<file path="config.mk">
export PLATFORM = sky130hd
export DESIGN_NAME = wgt_buf_writer
export DESIGN_NICKNAME = d
export VERILOG_FILES = /design/src/rtl/wgt_buf_writer.sv
export SDC_FILE = /design/constraint.sdc
export NUM_CORES = 1
export LEC_CHECK = 0
export ABC_CLOCK_PERIOD_IN_PS = 4220
export CORE_MARGIN = 2
export CORE_UTILIZATION = 40
export CTS_CLUSTER_DIAMETER = 30
export DETAILED_ROUTE_END_ITERATION = 12
export GPL_ROUTABILITY_DRIVEN = 0
export PLACE_DENSITY = 0.75
export SYNTH_ARGS = -nofsm -noshare
export SYNTH_HDL_FRONTEND = slang
export SYNTH_SLANG_ARGS = --single-unit
</file>
<file path="constraint.sdc">
create_clock -name clk -period 4.22 [get_ports clk]
set_input_delay 0.633 -clock clk [delete_from_list [all_inputs] [get_ports clk]]
set_output_delay 0.633 -clock clk [all_outputs]
set_load 0.05 [all_outputs]
</file>
<file path="src/rtl/wgt_buf_writer.sv">
// Weight buffer write-side address generator: takes filter-major weights on a valid/ready
// stream and writes each into the tiled SRAM layout read back by the weight address controller.
module wgt_buf_writer #(
  parameter int unsigned SYSTOLIC_SIZE = 16,
  parameter int unsigned KERNEL_SIZE   = 1,
  parameter int unsigned NO_CHANNEL    = 3,
  parameter int unsigned NO_FILTER     = 19,
  parameter int unsigned ADDR_WIDTH    = 11,
  parameter int unsigned DATA_WIDTH    = 16
) (
  input  logic                  clk,
  input  logic                  rst,
  input  logic                  start,
  input  logic [DATA_WIDTH-1:0] in_data,
  input  logic                  in_valid,
  output logic                  in_ready,
  output logic                  wr_en,
  output logic [ADDR_WIDTH-1:0] wr_addr,
  output logic [DATA_WIDTH-1:0] wr_data,
  output logic                  busy,
  output logic                  done
);

  localparam int unsigned Rows       = KERNEL_SIZE * KERNEL_SIZE * NO_CHANNEL;
  localparam int unsigned Total      = Rows * NO_FILTER;
  localparam int unsigned TileStride = Rows * SYSTOLIC_SIZE;
  localparam int unsigned LastF      = NO_FILTER - 1;
  localparam int unsigned MaxAddr    = (LastF / SYSTOLIC_SIZE) * TileStride
                                       + (Rows - 1) * SYSTOLIC_SIZE + (LastF % SYSTOLIC_SIZE);
  localparam int unsigned AddrSpace  = 1 << ADDR_WIDTH;

  localparam int unsigned RowW  = $clog2(Rows > 1 ? Rows : 2);
  localparam int unsigned LaneW = $clog2(SYSTOLIC_SIZE > 1 ? SYSTOLIC_SIZE : 2);
  localparam int unsigned CntW  = $clog2(Total > 1 ? Total : 2);

  localparam logic [ADDR_WIDTH-1:0] AddrStep   = ADDR_WIDTH'(SYSTOLIC_SIZE);
  localparam logic [ADDR_WIDTH-1:0] AddrTile   = ADDR_WIDTH'(TileStride);
  localparam logic [ADDR_WIDTH-1:0] AddrOne    = ADDR_WIDTH'(1);
  localparam logic [RowW-1:0]       RowLast    = RowW'(Rows - 1);
  localparam logic [LaneW-1:0]      LaneLast   = LaneW'(SYSTOLIC_SIZE - 1);
  localparam logic [CntW-1:0]       CntLast    = CntW'(Total - 1);

  if (MaxAddr >= AddrSpace) begin : g_addr_overflow
    $error("wgt_buf_writer: max address %0d does not fit in %0d bits", MaxAddr, ADDR_WIDTH);
  end

  typedef enum logic [1:0] {StIdle, StLoad, StDone} state_e;

  state_e                state_q, state_d;
  logic [RowW-1:0]       row_q, row_d;
  logic [LaneW-1:0]      lane_q, lane_d;
  logic [CntW-1:0]       cnt_q, cnt_d;
  logic [ADDR_WIDTH-1:0] tile_base_q, tile_base_d;
  logic [ADDR_WIDTH-1:0] addr_q, addr_d;
  logic                  xfer;

  assign in_ready = (state_q == StLoad);
  assign xfer     = in_valid && in_ready;

  always_comb begin
    state_d     = state_q;
    row_d       = row_q;
    lane_d      = lane_q;
    cnt_d       = cnt_q;
    tile_base_d = tile_base_q;
    addr_d      = addr_q;
    unique case (state_q)
      StIdle: begin
        if (start) begin
          state_d     = StLoad;
          row_d       = '0;
          lane_d      = '0;
          cnt_d       = '0;
          tile_base_d = '0;
          addr_d      = '0;
        end
      end
      StLoad: begin
        if (xfer) begin
          cnt_d = cnt_q + CntW'(1);
          if (row_q != RowLast) begin
            row_d  = row_q + RowW'(1);
            addr_d = addr_q + AddrStep;
          end else if (lane_q != LaneLast) begin
            // Next filter in the same tile starts one lane over from the tile base.
            row_d  = '0;
            lane_d = lane_q + LaneW'(1);
            addr_d = tile_base_q + ADDR_WIDTH'(lane_q) + AddrOne;
          end else begin
            row_d       = '0;
            lane_d      = '0;
            tile_base_d = tile_base_q + AddrTile;
            addr_d      = tile_base_q + AddrTile;
          end
          if (cnt_q == CntLast) begin
            state_d = StDone;
          end
        end
      end
      StDone: begin
        state_d = StIdle;
      end
      default: begin
        state_d = StIdle;
      end
    endcase
  end

  always_ff @(posedge clk or posedge rst) begin
    if (rst) begin
      state_q     <= StIdle;
      row_q       <= '0;
      lane_q      <= '0;
      cnt_q       <= '0;
      tile_base_q <= '0;
      addr_q      <= '0;
    end else begin
      state_q     <= state_d;
      row_q       <= row_d;
      lane_q      <= lane_d;
      cnt_q       <= cnt_d;
      tile_base_q <= tile_base_d;
      addr_q      <= addr_d;
    end
  end

  // Write port and status are registered; done trails the DONE state by one cycle.
  always_ff @(posedge clk or posedge rst) begin
    if (rst) begin
      wr_en   <= 1'b0;
      wr_addr <= '0;
      wr_data <= '0;
      busy    <= 1'b0;
      done    <= 1'b0;
    end else begin
      wr_en <= xfer;
      if (xfer) begin
        wr_addr <= addr_q;
        wr_data <= in_data;
      end
      done <= (state_q == StDone);
      if (state_q == StIdle && start) begin
        busy <= 1'b1;
      end else if (state_q == StDone) begin
        busy <= 1'b0;
      end
    end
  end

endmodule

</file>
Yosys cells after proc, flatten, opt, wreduce, memory -nomap -nowiden --
Index checks and enable logic that the tools add are counted.
Cells by class: eq/ne operators 10, multiplexer cells 27, add/subtract/negate cells 7, reductions and logical operators 9
Operator list (number):
- $mux 11 | 7
- $pmux 11 s2 | 2
- $mux 4 | 4
- $mux 2 | 6
- $mux 6 | 2
- $pmux 6 s2 | 1
- $add 11x1->11 const B | 1
- $add 11x4->11 | 1
- $add 11x5->11 const B | 1
- $add 11x6->11 const B | 1
- $ne 2x2->1 const B | 4
- $pmux 2 s2 | 2
- $pmux 4 s2 | 1
- $add 6x1->6 const B | 1
- $eq 6x6->1 const B | 1
- $reduce_and 3->1 | 2
- $reduce_and 5->1 | 1
- $add 4x1->4 const B | 1
- $ne 2x1->1 const B | 2
- $ne 4x4->1 const B | 1
- $reduce_and 4->1 | 1
- $reduce_bool 2->1 | 2
- $add 2x1->2 const B | 1
- $eq 2x1->1 const B | 1
- other kinds (4) | 6
Storage, ports and cells: bits of input ports 20, bits in registers 66

Logic depth before layout (Yosys ltp) --
depth after elaboration 6, gate-level depth with buffers 7

Least setup slack after synthesis --
OpenSTA, ideal clock, no wires.
path kind reg2reg, from register tile_base_q[5], to register addr_q[10], period minus slack after synthesis 1742 ps, arrival 1615 ps, data required time 4094 ps, cell stages (with the launch flop) 7, setup slack 2478 ps, buffers on the path 1, path through dfrtp_1 > clkbuf_1 > inv_1 > ha_1 > nor4b_1 > xor2_1 > a221o_1
On the way: longest elaborated chain between the ends 6, elaborated cells on any way between the ends 7
RTL lines:
- start, declared | RTL line 53 | logic [ADDR_WIDTH-1:0] tile_base_q, tile_base_d;
- start signal, assigned | RTL line 122 | tile_base_q <= tile_base_d;
- $add 11x4->11 | RTL line 88 | addr_d = tile_base_q + ADDR_WIDTH'(lane_q) + AddrOne;
- $add 11x1->11 | RTL line 88
- $mux 11 * | RTL line 84 | end else if (lane_q != LaneLast) begin
- $mux 11 * | RTL line 81 | if (row_q != RowLast) begin
- $mux 11 * | RTL line 79 | if (xfer) begin
- $pmux 11 s2 * | RTL line 67 | unique case (state_q)
- end signal, assigned | RTL line 123 | addr_q <= addr_d;
- end, declared | RTL line 54 | logic [ADDR_WIDTH-1:0] addr_q, addr_d;
Every way passes the cells marked *; elsewhere a longest branch is shown, timed or not. The select of a mux whose other input is x is not followed. A chain may end at the register's enable or synchronous reset.

Worst setup path in the final report --
from register state_q[0], to output in_ready
On the way: longest elaborated chain between the ends 1
RTL lines:
- start, declared | RTL line 49 | state_e state_q, state_d;
- start signal, assigned | RTL line 111 | state_q <= StIdle;
- start signal, assigned | RTL line 118 | state_q <= state_d;
- $eq 2x1->1 | RTL line 57 | assign in_ready = (state_q == StLoad);
- end, declared | RTL line 16 | output logic in_ready,
Every way passes these cells.

==> results.json <==
{
  "worstPathRequired_ns": 3.59,
  "outcome": "completed",
  "holdCritPathClass": "flop to flop",
  "crit_chain": "nand2b_1, inv_1, clkdlybuf4s50_1",
  "die_h_um": 88.93,
  "crit_path_max_incr_delay_ns": 0.83,
  "syn_nets": 343,
  "max-vdd-ir-drop_mv": 0.1849,
  "synth.top_cell.area_share_pct": 53.77,
  "firstDrtPassIters": 5,
  "totalWireLength_um": 6500,
  "multi_input_area_sq_mm": 0.001236,
  "die_w_um": 88.93,
  "min_from": "wr_data[15]",
  "worstHoldEndpoint": "wr_data[15]",
  "grt_usage_pct": 18.11,
  "vias_per_cell": 5.120,
  "final_nets": 392,
  "synth_flop_cell": "dfrtp_1",
  "drt_iter0_drc": 127,
  "clockBufferDepth": 2,
  "grt_pass1_vias": 2302,
  "clockPowerShare_pct": 23.7,
  "synth_enable_flop_cells": 0,
  "path_clk_slew_ns": 0.07,
  "path_class": "flop to primary output",
  "maxSlewViolCount": 0,
  "power_leakage_nw": 1.686,
  "drc": 0,
  "rsz0062_at_grt": "false",
  "post_cts_buffers": 0,
  "synth_common_cells": "nand2_1, dfrtp_1, o21ai_0",
  "wl_per_cell_um": 13.89,
  "r2r_setup_slack_ns": 1.86,
  "rows": 30,
  "period_share_pct": 63.89,
  "overflow": 0,
  "yosysMostFrequentCell": "nand2_1",
  "postSynthAreaPerCell_sq_um": 9.073,
  "drv_cap": 0,
  "maxSlewHeadroom_pct": 47.77,
  "sw_frac_of_total_pct": 39.58,
  "synth_area_sq_mm": 0.002885,
  "timing.hold.ws_ns": 0.4738,
  "ant_nets": 0,
  "crit_path_end_kind": "primary output",
  "r2r-end": "tile_base_q[4]",
  "port_buffers": 50,
  "numCtsBuffers": 9,
  "regArea_sq_mm": 0.001551,
  "timing_hold_violations_final": 0,
  "dieArea_sq_mm": 0.007909,
  "coreArea_sq_mm": 0.006869,
  "ctsRootBufferMaster": "clkbuf_8",
  "clock_latency_ns": 0.34,
  "synthArstFlopShare_pct": 100.0,
  "num_vias": 2396,
  "share_seq_of_total_power_pct": 44.3,
  "fin_tns_setup_ns": 0,
  "p_sw_mw": 0.7588,
  "worst_pin_slew_ns": 0.7823,
  "skew_ns": 0.01001,
  "start_util_pct": 42.00,
  "cts.sinks": 62,
  "area_growth_pct": 26.11,
  "worst_setup_path_start_kind": "flop",
  "power_frac_comb_pct": 32.0,
  "arrival_ns": 2.06,
  "slowest_stage": "clkdlybuf4s50_1",
  "synth.largest_area_cell": "dfrtp_1",
  "max_freq_mhz": 370.9,
  "cp_max_fo": 9,
  "cts_tree": "built",
  "power.density_mw_per_mm2": 526.9,
  "ys_ff_latch": 62,
  "rr_worst_depth": 5,
  "finalSetupViolCount": 0,
  "hold_path_depth": 2,
  "yosysSeqAreaShare_pct": 53.77,
  "grt_max_degree": 39,
  "antenna_cells": 0,
  "dp_hpwl_um": 4608,
  "synth.distinct_cells": 40,
  "ys_top_cells_by_area": "dfrtp_1, nand2_1, o21ai_0",
  "antenna_found_initial": 0,
  "n_fill_cell": 635,
  "ys.warnings.count": 0,
  "io_pins": 51,
  "cts_max_level": 3,
  "cts_hold_buf": 0,
  "netlist_instances": 318,
  "intPower_mw": 1.158,
  "layout_min_cycle_time_ns": 2.696,
  "grt_pass1_wl_um": 10840,
  "cts_resized": 0,
  "drive_gt1_share_pct": 5.645,
  "r2r-start": "lane_q[0]"
}
-- kinds of logic after synthesis --
kind of cell | share of synthesized area, %
AO/OA/AOI/OAI | 12.49
XOR/XNOR | 3.946
adder cells (fa/ha/maj) | 2.168
buffers and inverters | 3.382
flip-flops | 53.77
AND/OR/NAND/NOR | 24.24
-- layout by cell type, fill, tap and decap left out, types with 6 or more instances in the layout --
cell / netlist / routed
clkbuf_8: 0 / 9
clkdlybuf4s50_1: 0 / 50
dfrtp_1: 62 / 62
inv_1: 10 / 9
nand2_1: 106 / 106
nand3_1: 8 / 8
nor2_1: 12 / 12
nor3_1: 7 / 7
o21ai_0: 19 / 19
o31ai_1: 6 / 6
xnor2_1: 6 / 6
xor2_1: 7 / 7
-- worst max-delay path, delay by kind of cell (launching register included) --
kind                   cells  cell delay (ns)
AND/OR/NAND/NOR            1             0.20
buffers and inverters      2             1.02
flip-flops                 1             0.51
-- power by group through the flow --
stage / logic [mW] / registers (mW) / clock network (mW)
after floorplan: 0.253 / 1.00 / 0
after global placement: 0.598 / 0.852 / 0
after detailed placement: 0.616 / 0.858 / 0
after CTS: 0.617 / 0.848 / 0.463
after global routing: 0.674 / 0.868 / 0.492
final: 0.614 / 0.849 / 0.455
-- sequential cells by signal, summed over array words and instances (netlist names) --
register     flops
cnt_q            6
wr_en            1
row_q            2
addr_q          11
tile_base_q      7
lane_q           4
wr_data         16
state_q          2
done             1
busy             1
wr_addr         11
-- area by class of cell --
class	count	share of cell area (%)
clock buffer	9	3.404
clock inverter	7	1.376
inverter	11	1.135
multi-input combinational	231	33.98
sequential	62	42.64
tap	96	3.301
timing repair buffer	52	14.17
-- layer usage --
layer	part of all wire, %	track usage (%)
met5	0	0
met4	2.5	9.634
met3	5.2	4.155
met2	47	27.95
met1	45	23.88
-- worst max path at each step --
stage	endpoint	cells past startpoint	from	slack, ns
4_1_cts	in_ready	3	state_q[0]	1.51
3_5_place_dp	addr_q[6]	6	in_valid	1.32
5_1_grt	addr_q[6]	6	in_valid	1.41
2_1_floorplan	addr_q[0]	1	rst	2.05
3_3_place_gp	addr_q[9]	5	in_valid	1.42
6_report	in_ready	3	state_q[0]	1.52
-- per-stage QoR --
stage / cell area, sq um / util, % / cells / total power, mW / setup WS [ns]
2_1_floorplan: 2885 / - / 318 / 1.254 / 2.046
3_3_place_gp: 3465 / 50.44 / 452 / 1.451 / 1.416
3_5_place_dp: 3465 / 50.44 / 452 / 1.474 / 1.320
4_1_cts: 3638 / 52.97 / 468 / 1.928 / 1.511
5_1_grt: 3638 / 52.97 / 468 / 2.034 / 1.410
6_report: 3638 / 52.97 / 468 / 1.917 / 1.524
(Power assumes the default switching activity.)
